--- src/rtl/note_sequencer.sv ---
// note_sequencer
// Step sequencer driving a single pulse_generator. A DEPTH-entry table holds
// {ticks, dur} steps; on start, each step's period is loaded into the
// generator and DUR generator pulses are counted before moving on. A dur of 0
// marks the end of the sequence, as does completing entry DEPTH-1. Playback
// either finishes (one-cycle done pulse) or restarts at step 0 when loop_en.
//
// Ports:
//   clk                     rising-edge clock
//   rst                     asynchronous active-low reset
//   wr_en/wr_addr/wr_ticks/wr_dur   table write port (any state)
//   start, stop, loop_en    playback control (stop has priority)
//   pg_out                  pulse from the generator
//   pg_ticks, pg_ena, pg_rst   generator period / enable / sync reset
//   busy, step_idx, done    status
module note_sequencer #(
  parameter  int N     = 8,
  parameter  int D     = 8,
  parameter  int DEPTH = 8,
  localparam int A     = $clog2(DEPTH)
) (
  input  logic         clk,
  input  logic         rst,
  input  logic         wr_en,
  input  logic [A-1:0] wr_addr,
  input  logic [N-1:0] wr_ticks,
  input  logic [D-1:0] wr_dur,
  input  logic         start,
  input  logic         stop,
  input  logic         loop_en,
  input  logic         pg_out,
  output logic [N-1:0] pg_ticks,
  output logic         pg_ena,
  output logic         pg_rst,
  output logic         busy,
  output logic [A-1:0] step_idx,
  output logic         done
);

  typedef enum logic [1:0] {S_IDLE, S_LOAD, S_RUN, S_DONE} state_t;

  state_t         state_q, state_d;
  logic [A-1:0]   idx_q, idx_d;
  logic [D-1:0]   cnt_q, cnt_d;
  logic [D-1:0]   dur_q, dur_d;
  logic [N-1:0]   pg_ticks_q, pg_ticks_d;

  // Step table: plain registers so the whole table clears on reset.
  logic [N-1:0]   tbl_ticks_q [DEPTH];
  logic [D-1:0]   tbl_dur_q   [DEPTH];
  logic [N-1:0]   tbl_ticks_d [DEPTH];
  logic [D-1:0]   tbl_dur_d   [DEPTH];

  always_comb begin
    for (int i = 0; i < DEPTH; i++) begin
      tbl_ticks_d[i] = tbl_ticks_q[i];
      tbl_dur_d[i]   = tbl_dur_q[i];
      if (wr_en && (wr_addr == A'(i))) begin
        tbl_ticks_d[i] = wr_ticks;
        tbl_dur_d[i]   = wr_dur;
      end
    end
  end

  generate
    for (genvar gi = 0; gi < DEPTH; gi++) begin : g_tbl
      always_ff @(posedge clk or negedge rst) begin
        if (!rst) begin
          tbl_ticks_q[gi] <= '0;
          tbl_dur_q[gi]   <= '0;
        end else begin
          tbl_ticks_q[gi] <= tbl_ticks_d[gi];
          tbl_dur_q[gi]   <= tbl_dur_d[gi];
        end
      end
    end
  endgenerate

  logic [N-1:0] rd_ticks;
  logic [D-1:0] rd_dur;
  logic [D-1:0] cnt_inc;
  logic         last_idx;

  // The table read in LOAD sees only writes committed at earlier edges.
  assign rd_ticks = tbl_ticks_q[idx_q];
  assign rd_dur   = tbl_dur_q[idx_q];
  assign cnt_inc  = cnt_q + D'(1);
  assign last_idx = (idx_q == A'(DEPTH - 1));

  always_comb begin
    state_d    = state_q;
    idx_d      = idx_q;
    cnt_d      = cnt_q;
    dur_d      = dur_q;
    pg_ticks_d = pg_ticks_q;

    if (stop && (state_q != S_IDLE)) begin
      state_d = S_IDLE;
    end else begin
      case (state_q)
        S_IDLE: begin
          if (start && !stop) begin
            idx_d   = '0;
            state_d = S_LOAD;
          end
        end
        S_LOAD: begin
          if (rd_dur != '0) begin
            // Latch period and length so table writes don't disturb this step.
            pg_ticks_d = rd_ticks;
            dur_d      = rd_dur;
            cnt_d      = '0;
            state_d    = S_RUN;
          end else if ((idx_q != '0) && loop_en) begin
            idx_d   = '0;
            state_d = S_LOAD;
          end else begin
            state_d = S_DONE;
          end
        end
        S_RUN: begin
          if (pg_out) begin
            cnt_d = cnt_inc;
            if (cnt_inc == dur_q) begin
              if (!last_idx) begin
                idx_d   = idx_q + A'(1);
                state_d = S_LOAD;
              end else if (loop_en) begin
                // Wrapping after the last entry needs no dur==0 LOAD.
                idx_d   = '0;
                state_d = S_LOAD;
              end else begin
                state_d = S_DONE;
              end
            end
          end
        end
        S_DONE: begin
          state_d = S_IDLE;
        end
        default: begin
          state_d = S_IDLE;
        end
      endcase
    end
  end

  always_ff @(posedge clk or negedge rst) begin
    if (!rst) begin
      state_q    <= S_IDLE;
      idx_q      <= '0;
      cnt_q      <= '0;
      dur_q      <= '0;
      pg_ticks_q <= '0;
    end else begin
      state_q    <= state_d;
      idx_q      <= idx_d;
      cnt_q      <= cnt_d;
      dur_q      <= dur_d;
      pg_ticks_q <= pg_ticks_d;
    end
  end

  // Generator controls decode straight from state so reset reaches them at once.
  assign pg_ticks = pg_ticks_q;
  assign pg_ena   = (state_q == S_RUN);
  assign pg_rst   = (state_q != S_RUN);
  assign busy     = (state_q != S_IDLE);
  assign done     = (state_q == S_DONE);
  assign step_idx = idx_q;

endmodule

--- config.mk ---
export PLATFORM = sky130hd
export DESIGN_NAME = note_sequencer
export DESIGN_NICKNAME = d
export VERILOG_FILES = /design/src/rtl/note_sequencer.sv
export SDC_FILE = /design/constraint.sdc
export NUM_CORES = 1
export LEC_CHECK = 0
export CORE_AREA = 2 2 137 165
export CTS_CLUSTER_SIZE = 25
export DETAILED_ROUTE_END_ITERATION = 6
export DIE_AREA = 0 0 139 167
export SLEW_MARGIN = 0
export SYNTH_ARGS = -nofsm -noshare
export SYNTH_HDL_FRONTEND = slang
export SYNTH_SLANG_ARGS = --single-unit
--- constraint.sdc ---
create_clock -name clk -period 3.08 [get_ports clk]
set_input_delay 0.77 -clock clk [delete_from_list [all_inputs] [get_ports clk]]
set_output_delay 0.77 -clock clk [all_outputs]
set_load 0.01 [all_outputs]
# After elaboration in Yosys (flattened, before gate mapping)
# Index checks and enable logic that the tools add are counted.
# word_totals
ff_bits	157
latchBits	0
ram_bits	0
mem_bits_ro	0
input_bits	26
wordCells	98
n_memories	0
# op_classes
addsub	2
multipliers	0
n_div	0
n_lt_le_gt_ge	1
n_eq_ne	23
n_shift	0
muxes	26
n_bitwise	2
reduce_logical	23
# ops
op	count
binary-select mux 8 bit (select 3 bit)	2
2-to-1 mux 8 bit	6
2-to-1 mux 3 bit	7
2-to-1 mux 2 bit	8
one-hot mux 8 bit (2 select lines)	1
== test 3 bit (second input constant)	5
inequality test 2 bit (second input constant)	6
logical AND 1 bit	11
one-hot mux 3 bit (3 select lines)	1
adder 8 x 1 -> 8 bit (second input constant)	1
== test 8 bit	1
one-hot mux 2 bit (4 select lines)	1
AND reduction 8 bit	1
nonzero test 8 bit	1
== test 3 x 2 -> 1 bit (second input constant)	2
inequality test 3 bit (second input constant)	2
AND reduction 3 bit	2
nonzero test 3 bit	2
== test 2 bit (second input constant)	2
greater-or-equal comparator 4 bit (second input constant)	1
inverter 3 -> 4 bit	1
AND reduction 4 bit	1
nonzero test 2 bit	2
adder 3 x 1 -> 3 bit (second input constant)	1
9 further kinds	9

# Longest topological paths before layout
# logic_depth
word_depth	8
depth_mapped	11
mapped_depth_nobuf	7

# Worst setup path after synthesis
# Ideal clock, no wire load.
# synth_timing
path_kind	input port to flip-flop
from	input wr_addr[2]
to	register tbl_dur_q[44] in the netlist's numbering
setup_ns	0.125
arrival_ns	2.328
slack_ns	0.627
stages	5
n_path_buf	2
path_cell_list	clkbuf_1 nand2b_1 nor3b_1 buf_2 mux2_2
# synth_via
elab_chain_cells	2
# synth_lines
element	line	rtl
from (decl)	25	input logic [A-1:0] wr_addr,
== test 3 x 2 -> 1 bit	58	if (wr_en && (wr_addr == A'(i))) begin
logical AND 1 bit	58	
to (signal, indexed assignment)	73	tbl_dur_q[gi] <= tbl_dur_d[gi];
to (decl)	50	logic [D-1:0] tbl_dur_q [DEPTH];
# No other way between the ends.
# A chain may end at the register's enable or synchronous reset.

# Worst setup path after layout
# layout_timing
from	register idx_q[2], in the netlist step_idx[2]
to	output step_idx[2]
# layout_lines
element	line	rtl
from (decl)	43	logic [A-1:0] idx_q, idx_d;
from (signal assigned)	157	idx_q <= idx_d;
to (decl)	36	output logic [A-1:0] step_idx,
# No word-level cell between the ends.

==> out/metrics.yaml <==
status:
  outcome: "complete, no violations"
logic_synthesis:
  synthTopCellsByArea: "dfrtp_1 53%, mux2_2 19%, mux4_2 7.3%, mux2i_1 4.4%, a21oi_1 1.3%"
  yosys.area_share.simple: 0.05658
  synth-seq-cells: 157
  synth_compound_area_frac: 0.05725
  synth_top_family_by_area: "multiplexers"
  synth_fa_ha_area_frac: 0.006735
  synth_xor_area_frac: 0.008251
  yosys.area.top_type: "dfrtp_1"
  avgSynthCellArea_um2: 14.05
  ys_seq_area_frac: 0.5287
  synth_edf_count: 0
  synthMuxAreaShare: 0.3152
  syn_inst: 529
  synth_fp_nets: 559
  syn_area_um2: 7431
  ys.flop_type: "dfrtp_1"
  yosysUniqueCellTypes: 56
  yosys_warnings: 0
  synth_top_area_share: 0.5287
  async_flop_share: 1.000
floorplanning:
  die_x_um: 139
  io_pins: 41
  rows: 59
  die_h_um: 167
  core_um2: 21560
  start_util: 0.3447
  dieArea_um2: 23210
route:
  drt-total-wl_mm: 16.62
  drtIter0Drc: 208
  wire_per_inst_um: 19.24
  first_pass_iters: 5
  vias_per_cell: 5.285
  vias: 4566
  drcViolationCount: 0
  ant_nets: 0
placed_design:
  portBuffers: 40
  dpl.hpwl_mm: 10.98
  gp_congestion: 0.7625
layout:
  syn_to_final_growth_pct: 17.55
  final_cell_mix: "155 x dfrtp_1, 128 x mux2_2, 39 x clkdlybuf4s50_1"
  antennaDiodeCount: 0
  drive_gt1_frac: 0.3729
  final_nets: 607
  fillers: 1990
  final_common_cell: "dfrtp_1"
  final_util: 0.4052
setup_path:
  cp-end-kind: "output pin"
  start_kind: "flop"
  cp_data_arrival_time_ns: 1.94
  cp_data_required_time_ns: 2.31
  r2r-start: "step_idx[0]$_DFFE_PN0P_"
  path_cells: "buf_4 > clkdlybuf4s50_1"
  crit_type: "flop to output pin"
  critPathSlowestCell: "dfrtp_1"
  timing.rr.end: "pg_ticks[0]$_DFFE_PN0P_"
  cp_slowest_stage_delay_ns: 0.65
  r2r_slack_ns: 0.41
  crit_family: "buffers and inverters"
  path_buf_inv: 2
  critPathMaxFanout: 10
  rr_worst_depth: 7
cts:
  cts_buffers: 17
  clock-sinks: 157
  clk_pin_slew_ns: 0.06
  cts_resized: 0
  holdBufCountCts: 0
  clock_latency_ns: 0.42
  cts_tree: "done"
  clockBufferDepth: 2
  postCtsSetupRepairBufs: 0
  htree_levels: 4
  cts-root-buf: "clkbuf_16"
job:
  drv_cap: 0
timing:
  max_freq_mhz: 368.6
  tns_ns: 0
  setup_violations: 0
  skew_ns: 0.01143
  rsz0062_at_grt: "no"
  max-slew-margin-rel: 0.6581
  finalCritPeriodShare: 0.8809
  worst_slew_pin_slew_ns: 0.5128
  period_needed_ns: 2.713
  slew_violations: 0
  finalHoldViolCount: 0
worst_hold_path:
  hold_path.class: "input port to async pin"
grt:
  grt_max_degree: 65
  grt_pass1_vias: 4915
  grt_pass1_wl_mm: 27.19
  grt_util_all_layers: 0.1503
  grt_overflow: 0
  antenna_found_initial: 0
pwr:
  leakage_nw: 3.517
  vdd.ir_drop.worst_mv: 0.3989
  powerDensity_nw_per_um2: 678.7
[flip-flops by register name, indices dropped and copies added (netlist names)]
| register | cells |
|---|---|
| pg_ticks | 8 |
| cnt_q | 8 |
| tbl_dur_q | 64 |
| tbl_ticks_q | 64 |
| step_idx | 3 |
| dur_q | 8 |
| state_q | 2 |
[per-stage QoR]
step	setup slack, ns	cells	power, W	hold slack, ns	instance area [um^2]
6_report	0.3667	864	0.005929	0.2665	8735
5_1_grt	0.2130	864	0.006229	0.2879	8735
4_1_cts	0.3325	864	0.005987	0.2628	8735
3_5_place_dp	0.4216	832	0.004049	0.4897	8188
3_3_place_gp	0.4533	832	0.003975	0.4836	8188
2_1_floorplan	0.6271	529	0.003585	0.4701	7431
[power breakdown]
| part | switching [W] | internal (W) | total [W] |
|---|---|---|---|
| clock network | 0.000855 | 0.00107 | 0.00193 |
| registers | 0.000303 | 0.00255 | 0.00285 |
| logic | 0.000458 | 0.000691 | 0.00115 |
| total | 0.00162 | 0.00431 | 0.00593 |
[synth_stat cells (2+ instances only)]
library cell and instances:
nand2_1 15, a211oi_1 2, inv_1 8, buf_2 6
buf_6 6, nand2b_1 5, nand4_1 2, or2_2 2
o311a_1 2, xor2_1 6, o41ai_1 2, mux2_4 2
o21ai_0 3, mux4_2 24, and3_1 4, nor2b_1 7
buf_4 2, a21oi_1 19, mux2_2 128, nor3_1 3
a22o_1 4, mux2i_1 33, nor4_1 2, nand3_1 6
ha_1 4, o22ai_2 2, clkbuf_1 16, nand4b_1 3
a31oi_1 8, nor2_1 19, and4_1 2, dfrtp_1 157
o2bb2ai_1 2
[per-layer routing]
| layer | track usage | share of wire | wire [um] |
|---|---|---|---|
| met5 | 0 | 0 | 0 |
| met4 | 0.04963 | 0.016 | 267 |
| met3 | 0.03163 | 0.029 | 486 |
| met1 | 0.1924 | 0.45 | 7508 |
| met2 | 0.2549 | 0.50 | 8361 |
[kinds of logic (layout without fill, tap and decap cells)]
logic type      Yosys count  after routing
compound gates           59             59
xor+xnor                  7              7
fa+ha+maj                 4              4
buf+inv                  38             99
flops                   157            157
mux                     187            187
simple gates             77             77
[worst max-delay path by stage]
stage	start	end	slack, ns	cells past startpoint
finish	step_idx[2]$_DFFE_PN0P_	step_idx[2]	0.37	2
global route	step_idx[0]$_DFFE_PN0P_	pg_ticks[1]$_DFFE_PN0P_	0.21	7
CTS	step_idx[2]$_DFFE_PN0P_	step_idx[2]	0.33	2
detailed placement	step_idx[1]$_DFFE_PN0P_	pg_ticks[5]$_DFFE_PN0P_	0.42	9
global placement	step_idx[0]$_DFFE_PN0P_	pg_ticks[7]$_DFFE_PN0P_	0.45	7
floorplan	wr_addr[2]	tbl_dur_q[44]$_DFFE_PN0P_	0.63	5
[cell type report]
cell class	instances	area (um^2)	area share
tap	274	342.8	0.03925
sequential	157	3931	0.4501
timing repair buffer	59	569.3	0.06518
multi-input combinational	334	3314	0.3795
clock inverter	12	90.09	0.01031
inverter	8	30.03	0.003438
clock buffer	20	456.7	0.05228
Note: power is estimated with default switching activity, not from simulation.
